### config.mk
export PLATFORM = sky130hd
export DESIGN_NAME = branch_decode_pipe
export DESIGN_NICKNAME = d
export VERILOG_FILES = /design/src/rtl/branch_decode_pipe.sv
export SDC_FILE = /design/constraint.sdc
export NUM_CORES = 1
export LEC_CHECK = 0
export CAP_MARGIN = 20
export CORE_MARGIN = 2
export CORE_UTILIZATION = 35
export CTS_CLUSTER_SIZE = 14
export DETAILED_ROUTE_END_ITERATION = 10
export GPL_ROUTABILITY_DRIVEN = 0
export SETUP_SLACK_MARGIN = 0.2
export SYNTH_ARGS = -nofsm -noshare
export SYNTH_HDL_FRONTEND = slang
export SYNTH_SLANG_ARGS = --single-unit
### constraint.sdc
create_clock -name clk -period 27.8 [get_ports clk]
set_clock_uncertainty 0.2 [all_clocks]
set_input_delay 5.56 -clock clk [delete_from_list [all_inputs] [get_ports clk]]
set_output_delay 5.56 -clock clk [all_outputs]
set_load 0.05 [all_outputs]
### src/rtl/branch_decode_pipe.sv
// Decodes LANES branch/jump slots per bundle into a 2-entry output+skid buffer.
// Latency 1 cycle when empty; in_ready is registered and drops only while the skid entry is full.
module branch_decode_pipe #(
  parameter int LANES = 2,
  parameter int IMM_W = 22
) (
  input  logic                   clk,
  input  logic                   rst_n,
  input  logic                   flush,
  input  logic                   in_valid,
  output logic                   in_ready,
  input  logic [LANES*32-1:0]    in_inst,
  output logic                   out_valid,
  input  logic                   out_ready,
  output logic [LANES-1:0]       is_nop,
  output logic [LANES-1:0]       is_jmp,
  output logic [LANES-1:0]       is_imm_type,
  output logic [LANES-1:0]       zero_ext,
  output logic [LANES-1:0]       illegal,
  output logic [LANES*2-1:0]     op,
  output logic [LANES*5-1:0]     rs1,
  output logic [LANES*5-1:0]     rs2,
  output logic [LANES*5-1:0]     rd,
  output logic [LANES*IMM_W-1:0] imm,
  output logic [15:0]            illegal_cnt
);

  typedef struct packed {
    logic             is_nop;
    logic             is_jmp;
    logic             is_imm_type;
    logic             zero_ext;
    logic             illegal;
    logic [1:0]       op;
    logic [4:0]       rs1;
    logic [4:0]       rs2;
    logic [4:0]       rd;
    logic [IMM_W-1:0] imm;
  } lane_t;

  typedef enum logic [1:0] {EMPTY, ONE, TWO} occ_t;

  function automatic lane_t decode_lane(input logic [31:0] w);
    lane_t      d;
    logic [2:0] f3;
    d        = '0;
    f3       = w[14:12];
    d.rs1    = w[19:15];
    d.rs2    = w[24:20];
    d.rd     = w[11:7];
    d.is_nop = (w == 32'h0);
    case (w[6:0])
      7'b1100011: begin
        if (f3 == 3'd2 || f3 == 3'd3) begin
          d.illegal = 1'b1;
        end else begin
          // funct3 0/1/4/5/6/7 collapse onto {signed-vs-eq class, sense}
          d.op       = {f3[2], f3[0]};
          d.zero_ext = f3[2] & f3[1];
          d.imm      = IMM_W'($signed({w[31], w[7], w[30:25], w[11:8]}));
        end
      end
      7'b1101111: begin
        d.is_jmp = 1'b1;
        d.imm    = IMM_W'($signed({w[31], w[19:12], w[20], w[30:21]}));
      end
      7'b1100111: begin
        d.is_jmp      = 1'b1;
        d.is_imm_type = 1'b1;
        d.imm         = IMM_W'($signed(w[31:20]));
      end
      default: d.illegal = ~d.is_nop;
    endcase
    return d;
  endfunction

  lane_t      dec    [LANES];
  lane_t      out_q  [LANES];
  lane_t      skid_q [LANES];
  occ_t       state, state_nxt;
  logic       accept, consume;
  logic       load_out, load_skid, out_from_skid;
  logic [3:0] n_ill;
  logic [16:0] cnt_sum;
  logic [15:0] cnt_nxt;

  always_comb begin
    n_ill = '0;
    for (int k = 0; k < LANES; k++) begin
      dec[k] = decode_lane(in_inst[32*k +: 32]);
      n_ill  = n_ill + {3'b000, dec[k].illegal};
    end
  end

  assign cnt_sum   = {1'b0, illegal_cnt} + {13'd0, n_ill};
  assign cnt_nxt   = cnt_sum[16] ? 16'hFFFF : cnt_sum[15:0];
  assign out_valid = (state != EMPTY);
  assign accept    = in_valid & in_ready;
  assign consume   = out_valid & out_ready;

  always_comb begin
    state_nxt     = state;
    load_out      = 1'b0;
    load_skid     = 1'b0;
    out_from_skid = 1'b0;
    case (state)
      EMPTY: if (accept) begin
        state_nxt = ONE;
        load_out  = 1'b1;
      end
      ONE: begin
        if (accept && consume) begin
          load_out = 1'b1;
        end else if (accept) begin
          state_nxt = TWO;
          load_skid = 1'b1;
        end else if (consume) begin
          state_nxt = EMPTY;
        end
      end
      TWO: if (consume) begin
        state_nxt     = ONE;
        out_from_skid = 1'b1;
      end
      default: state_nxt = EMPTY;
    endcase
    // Flush wins over everything, including a same-cycle acceptance.
    if (flush) begin
      state_nxt     = EMPTY;
      load_out      = 1'b0;
      load_skid     = 1'b0;
      out_from_skid = 1'b0;
    end
  end

  always_ff @(posedge clk) begin
    if (!rst_n) begin
      state       <= EMPTY;
      in_ready    <= 1'b0;
      illegal_cnt <= '0;
      for (int k = 0; k < LANES; k++) begin
        out_q[k]  <= '0;
        skid_q[k] <= '0;
      end
    end else begin
      state    <= state_nxt;
      in_ready <= (state_nxt != TWO);
      if (accept && !flush) illegal_cnt <= cnt_nxt;
      for (int k = 0; k < LANES; k++) begin
        if (load_out)           out_q[k] <= dec[k];
        else if (out_from_skid) out_q[k] <= skid_q[k];
        if (load_skid)          skid_q[k] <= dec[k];
      end
    end
  end

  always_comb begin
    is_nop = '0; is_jmp = '0; is_imm_type = '0; zero_ext = '0; illegal = '0;
    op = '0; rs1 = '0; rs2 = '0; rd = '0; imm = '0;
    for (int k = 0; k < LANES; k++) begin
      is_nop[k]              = out_q[k].is_nop;
      is_jmp[k]              = out_q[k].is_jmp;
      is_imm_type[k]         = out_q[k].is_imm_type;
      zero_ext[k]            = out_q[k].zero_ext;
      illegal[k]             = out_q[k].illegal;
      op[2*k +: 2]           = out_q[k].op;
      rs1[5*k +: 5]          = out_q[k].rs1;
      rs2[5*k +: 5]          = out_q[k].rs2;
      rd[5*k +: 5]           = out_q[k].rd;
      imm[IMM_W*k +: IMM_W]  = out_q[k].imm;
    end
  end

endmodule
==> impl_metrics.json, run 1 <==
{
  "port_buffers": 174,
  "rows": 56,
  "final-hold-violation-count": 0,
  "p_total_uw": 630,
  "place_hpwl_um": 14600,
  "core-area_sq_um": 23600,
  "nets": 927,
  "syn_to_final_growth_pct": 30.6,
  "dr_wl_met3_um": 1200,
  "clkLatencyLatePin_ns": 0.42,
  "highest_layer": "met4",
  "p_comb_share_pct": 11.5,
  "start_kind": "input port",
  "syn_area_per_cell_sq_um": 12.0,
  "fillers": 2201,
  "p_sw_share_pct": 25.8,
  "finalSetupTns_ns": 0,
  "netlist_top_cells_area": "edfxtp_1 (60%), dfxtp_1 (4.5%), a22o_1 (3.3%)",
  "dieWidth_um": 160,
  "setup_violations": 0,
  "die_h_um": 160,
  "grt_use_total_pct": 17.4,
  "rr_worst_depth": 4,
  "synth_seq_cells": 187,
  "vias_per_cell": 5.23,
  "drive_gt1_share_pct": 7.48,
  "drv_cap": 0,
  "cpPeakStageDelay_ns": 1.05,
  "critical_path_arrival_ns": 9.62,
  "grt_pass1_wl_um": 34900,
  "start_util_pct": 35.9,
  "cts_buffer_depth": 2,
  "min_path_type": "reg2reg",
  "pwr-share-seq_pct": 50.8,
  "ys_seq_area_share_pct": 64.0,
  "power.net_switching_uw": 163,
  "numCtsBuffers": 17,
  "intPower_uw": 467,
  "cp-end-kind": "flip-flop",
  "yosysWarningCount": 0,
  "rsz0062_at_grt": "false",
  "synth_top_cell_by_area": "edfxtp_1",
  "syn_area_sq_um": 8470,
  "drtIter0Drc": 314,
  "vias": 6209,
  "cp_data_required_time_ns": 27.95,
  "path_class": "in2reg",
  "outcome": "finished, final reports clean",
  "io_pins": 175,
  "avgRoutedWirePerCell_um": 18.6,
  "crit_path_max_fanout": 26,
  "power.density_nw_per_um2": 56.9,
  "period_share_pct": 34.1,
  "grt_max_degree": 87,
  "p_clk_share_pct": 37.7,
  "post-cts-setup-buffers": 0,
  "syn_nets": 776,
  "postCtsResizedCells": 0,
  "synth_top_area_share_pct": 59.5,
  "cp_slowest_cell": "nor4_1",
  "htreeDepth": 4,
  "synth_edf_count": 168,
  "synth_cell_types": 49,
  "ir_drop_mv": 0.0314,
  "p_leak_uw": 0.00360,
  "fin_ws_ns": 18.33,
  "clkSlewWorstSetupHoldPaths_ns": 0.07,
  "timing.final.crit_period_ns": 9.47,
  "drc": 0,
  "die_area_sq_um": 25500,
  "cts-root-buf": "clkbuf_16",
  "relSlewSlack_pct": 30.5,
  "grt_pass1_vias": 6052,
  "overflow": 0,
  "dr.pass1.iters": 4,
  "ant_nets": 0,
  "holdPathStages": 2,
  "pre_cts_ws_ns": 17.93,
  "antenna_found_initial": 0,
  "synth_ff_type": "edfxtp_1",
  "synth_cells": 705,
  "wl_um": 22100,
  "cts_hold_buf": 0,
  "async_reset_ff_share_pct": 0,
  "antenna-diode-count": 0,
  "fmaxAchievable_mhz": 106,
  "worst_slew_pin_slew_ns": 1.03,
  "wl_met2_um": 10400,
  "crit_chain": "clkdlybuf4s50_1, nor4_1, a2bb2oi_1, fa_1, inv_1, ha_1, nand3_1, or2_4, or4_4, a21oi_1",
  "cts_tree": "built",
  "final_max_slew_viol_count": 0,
  "wirelength_met1_um": 10200,
  "cts_sinks": 187
}
==> path summary, 6_finish.rpt <==
path	end	from	slack, ns
setup / recovery	illegal_cnt[9]	in_inst[35]	18.33
hold reg to reg	illegal_cnt[14]	illegal_cnt[14]	0.31
hold / removal	illegal_cnt[14]	illegal_cnt[14]	0.31
setup reg to reg	out_q[1][43]	state[1]	24.59
==> cell type report <==
type                       instances  area, sq um  share of cell area, %
timing repair buffer             183         1810                   16.4
sequential                       187         5430                   49.0
clock inverter                    14          135                   1.22
multi-input combinational        457         2820                   25.5
inverter                          10         37.5                  0.339
clock buffer                      18          429                   3.88
tap                              319          399                   3.61
==> critical path: cells and delay by family <==
family	cells	cell delay (ns)
buffers and inverters	2	0.92
AND/OR/NAND/NOR	4	2.14
AO/OA/AOI/OAI	2	0.39
adder cells (fa/ha/maj)	2	0.59
==> cell families (layout without fill, tap and decap cells) <==
| group | after synthesis | in the layout | share of synthesized area (%) |
|---|---|---|---|
| AOI/OAI and AO/OA | 174 | 174 | 14.0 |
| and+or+nand+nor | 259 | 259 | 15.8 |
| adders and majority gates | 2 | 2 | 0.384 |
| DFF | 187 | 187 | 64.0 |
| xor gates and xnor gates | 8 | 8 | 0.827 |
| muxes | 14 | 14 | 1.82 |
| buffers and inverters | 61 | 225 | 3.07 |
==> sequential cells by signal, indices dropped and copies added, names as in the netlist <==
signal,count
illegal_cnt,16
in_ready,1
out_q,84
skid_q,84
state,2
==> metrics by stage <==
step                      instances  cell area (sq um)  util (%)  hold WS (ns)
after floorplan                 705               8470         -         0.291
after global placement         1155              10500      44.4         0.285
after detailed placement       1156              10500      44.5         0.296
after CTS                      1188              11100      46.9         0.308
after global routing           1188              11100      46.9         0.339
final                          1188              11100      46.9         0.307
==> cell usage in the layout, fill, tap and decap left out, types with 19 or more instances in the layout <==
cell,count
nor2_1,44
edfxtp_1,168
o21ai_0,39
nor4_1,23
dfxtp_1,19
and2_1,35
nor3_1,22
clkdlybuf4s50_1,174
a22o_1,32
a21oi_1,40
nand3_1,24
nand2_1,62
==> power by group through the flow <==
stage	clock network (uW)	logic [uW]	registers, uW
2_1_floorplan	0	17.8	349
3_3_place_gp	0	72.7	326
3_5_place_dp	0	73.1	326
4_1_cts	242	73.3	320
5_1_grt	253	76.3	321
6_report	238	72.6	320
==> routing by layer <==
| layer | up-vias | track usage (%) |
|---|---|---|
| met5 | - | 0 |
| met4 | 0 | 5.58 |
| met3 | 20 | 3.88 |
| met2 | 174 | 27.5 |
| met1 | 3022 | 23.8 |
| li1 | 2993 | - |
==> cell usage after synthesis (3+ instances only) <==
cell type / instances
a32oi_1: 12
or3_1: 3
nor2_1: 44
a31oi_1: 5
and2_1: 35
inv_1: 10
nand2b_1: 8
nand3_1: 24
nand4_1: 9
a22o_1: 32
nand2_1: 62
o31ai_1: 17
a21boi_0: 8
xnor2_1: 8
and3_1: 8
nor4_1: 23
nor2b_1: 5
mux2_2: 11
buf_1: 3
nor3_1: 22
a21oi_1: 40
clkbuf_1: 41
a211o_1: 8
dfxtp_1: 19
edfxtp_1: 168
mux2i_1: 3
a32o_1: 4
o21ai_0: 39
buf_4: 4
or2_2: 4
No activity file was read; power rests on OpenSTA's default activity.
==> inputs of run 2 (changes only) <==
clock period = 9.7 ns   (was 27.8 ns; I/O delays follow)
==> impl_metrics.json, run 2 (synthesized netlist as in run 1, its figures left out) <==
{
  "outcome": "finished, final reports clean",
  "worstSetupStartpoint": "in_inst[35]",
  "die_area_sq_um": 25500,
  "fmaxAchievable_mhz": 173,
  "vias_per_cell": 5.25,
  "p_leak_uw": 0.00361,
  "relSlewSlack_pct": 30.2,
  "cts_hold_buf": 0,
  "power.density_nw_per_um2": 163,
  "cts-root-buf": "clkbuf_16",
  "min_path_type": "reg2reg",
  "drtIter0Drc": 432,
  "final-hold-violation-count": 0,
  "post-cts-setup-buffers": 0,
  "grt_pass1_vias": 6037,
  "syn_to_final_growth_pct": 30.7,
  "cp-end-kind": "flip-flop",
  "overflow": 0,
  "io_pins": 175,
  "rows": 56,
  "worst_slew_pin_slew_ns": 1.05,
  "ant_nets": 0,
  "drc": 0,
  "worstReg2RegEnd": "out_q[1][10]",
  "postCtsResizedCells": 0,
  "drv_cap": 0,
  "start_kind": "input port",
  "clkLatencyLatePin_ns": 0.42,
  "start_util_pct": 35.9,
  "port_buffers": 174,
  "place_hpwl_um": 14800,
  "finalSetupTns_ns": 0,
  "grt_use_total_pct": 17.6,
  "grt_pass1_wl_um": 35100,
  "path_class": "in2reg",
  "final_max_slew_viol_count": 0,
  "endpoint": "illegal_cnt[9]",
  "ff2ff_setup_slack_ns": 6.71,
  "rsz0062_at_grt": "false",
  "setup_violations": 0,
  "crit_path_max_fanout": 26,
  "timing.final.crit_period_ns": 5.78,
  "htreeDepth": 4,
  "rr_worst_depth": 4,
  "period_share_pct": 59.6,
  "numCtsBuffers": 17,
  "core-area_sq_um": 23600,
  "wl_um": 22300,
  "clkSlewWorstSetupHoldPaths_ns": 0.08,
  "worst_hold_startpoint": "illegal_cnt[14]",
  "p_total_uw": 1810,
  "antenna-diode-count": 0,
  "cts_sinks": 187,
  "cp_data_required_time_ns": 9.85,
  "grt_max_degree": 56,
  "reg_top3": "out_q: 84 flops, skid_q: 84 flops, illegal_cnt: 16 flops",
  "critical_path_arrival_ns": 5.92,
  "cts_buffer_depth": 2,
  "final_cell_mix": "clkdlybuf4s50_1 (174), edfxtp_1 (168), nand2_1 (62)",
  "final_common_cell": "clkdlybuf4s50_1",
  "vias": 6237,
  "dr.pass1.iters": 5,
  "antenna_found_initial": 0,
  "rr_startpoint": "in_ready",
  "avgRoutedWirePerCell_um": 18.8,
  "nets": 927,
  "drive_gt1_share_pct": 7.59,
  "cts_tree": "built",
  "ir_drop_mv": 0.120,
  "die_h_um": 160,
  "dieWidth_um": 160
}
-- run 2: final cells by class --
cell class / instances / area, sq um
fill: 2180 / 12500
sequential: 187 / 5430
multi-input combinational: 457 / 2820
timing repair buffer: 183 / 1810
clock buffer: 17 / 425
tap: 319 / 399
clock inverter: 15 / 151
inverter: 10 / 37.5
-- run 2: worst max-delay path, stage by stage --
cell,delay (ns)
clkdlybuf4s50_1,0.84
nor4_1,0.97
a2bb2oi_1,0.22
fa_1,0.44
inv_1,0.07
ha_1,0.16
nand3_1,0.16
or2_4,0.30
or4_4,0.63
a21oi_1,0.18
-- run 2: where the power goes --
group | switching, uW | internal (uW) | total [uW]
registers | 9.68 | 907 | 917
logic | 137 | 70.9 | 208
clock network | 338 | 345 | 682
-- run 2: worst min-delay path by stage --
stage	to	slack, ns	cells past startpoint
floorplan	out_q[0][40]	0.29	2
global placement	illegal_cnt[14]	0.28	2
detailed placement	illegal_cnt[14]	0.28	2
CTS	illegal_cnt[14]	0.30	2
global route	out_q[0][5]	0.34	2
finish	illegal_cnt[14]	0.30	2
-- run 2: through the flow --
step                utilization, %  instances  hold WS (ns)  area, sq um  setup slack [ns]
detailed placement            44.5       1156         0.284        10500              3.51
finish                        46.9       1188         0.298        11100              3.92
global placement              44.4       1155         0.281        10500              3.57
CTS                           46.9       1188         0.304        11100              3.95
floorplan                        -        705         0.291         8470             0.510
global route                  46.9       1188         0.337        11100              3.72
-- run 2: layer usage --
layer  vias to the layer above  share of wire [%]  routed length, um  global-route usage, %
li1                       3001                  -                  -                      -
met1                      3057                 47              10500                   24.8
met2                       165                 47              10500                   27.6
met3                        14                4.8               1080                   3.49
met4                         0               0.96                214                   4.75
met5                         -                  0                  0                      0
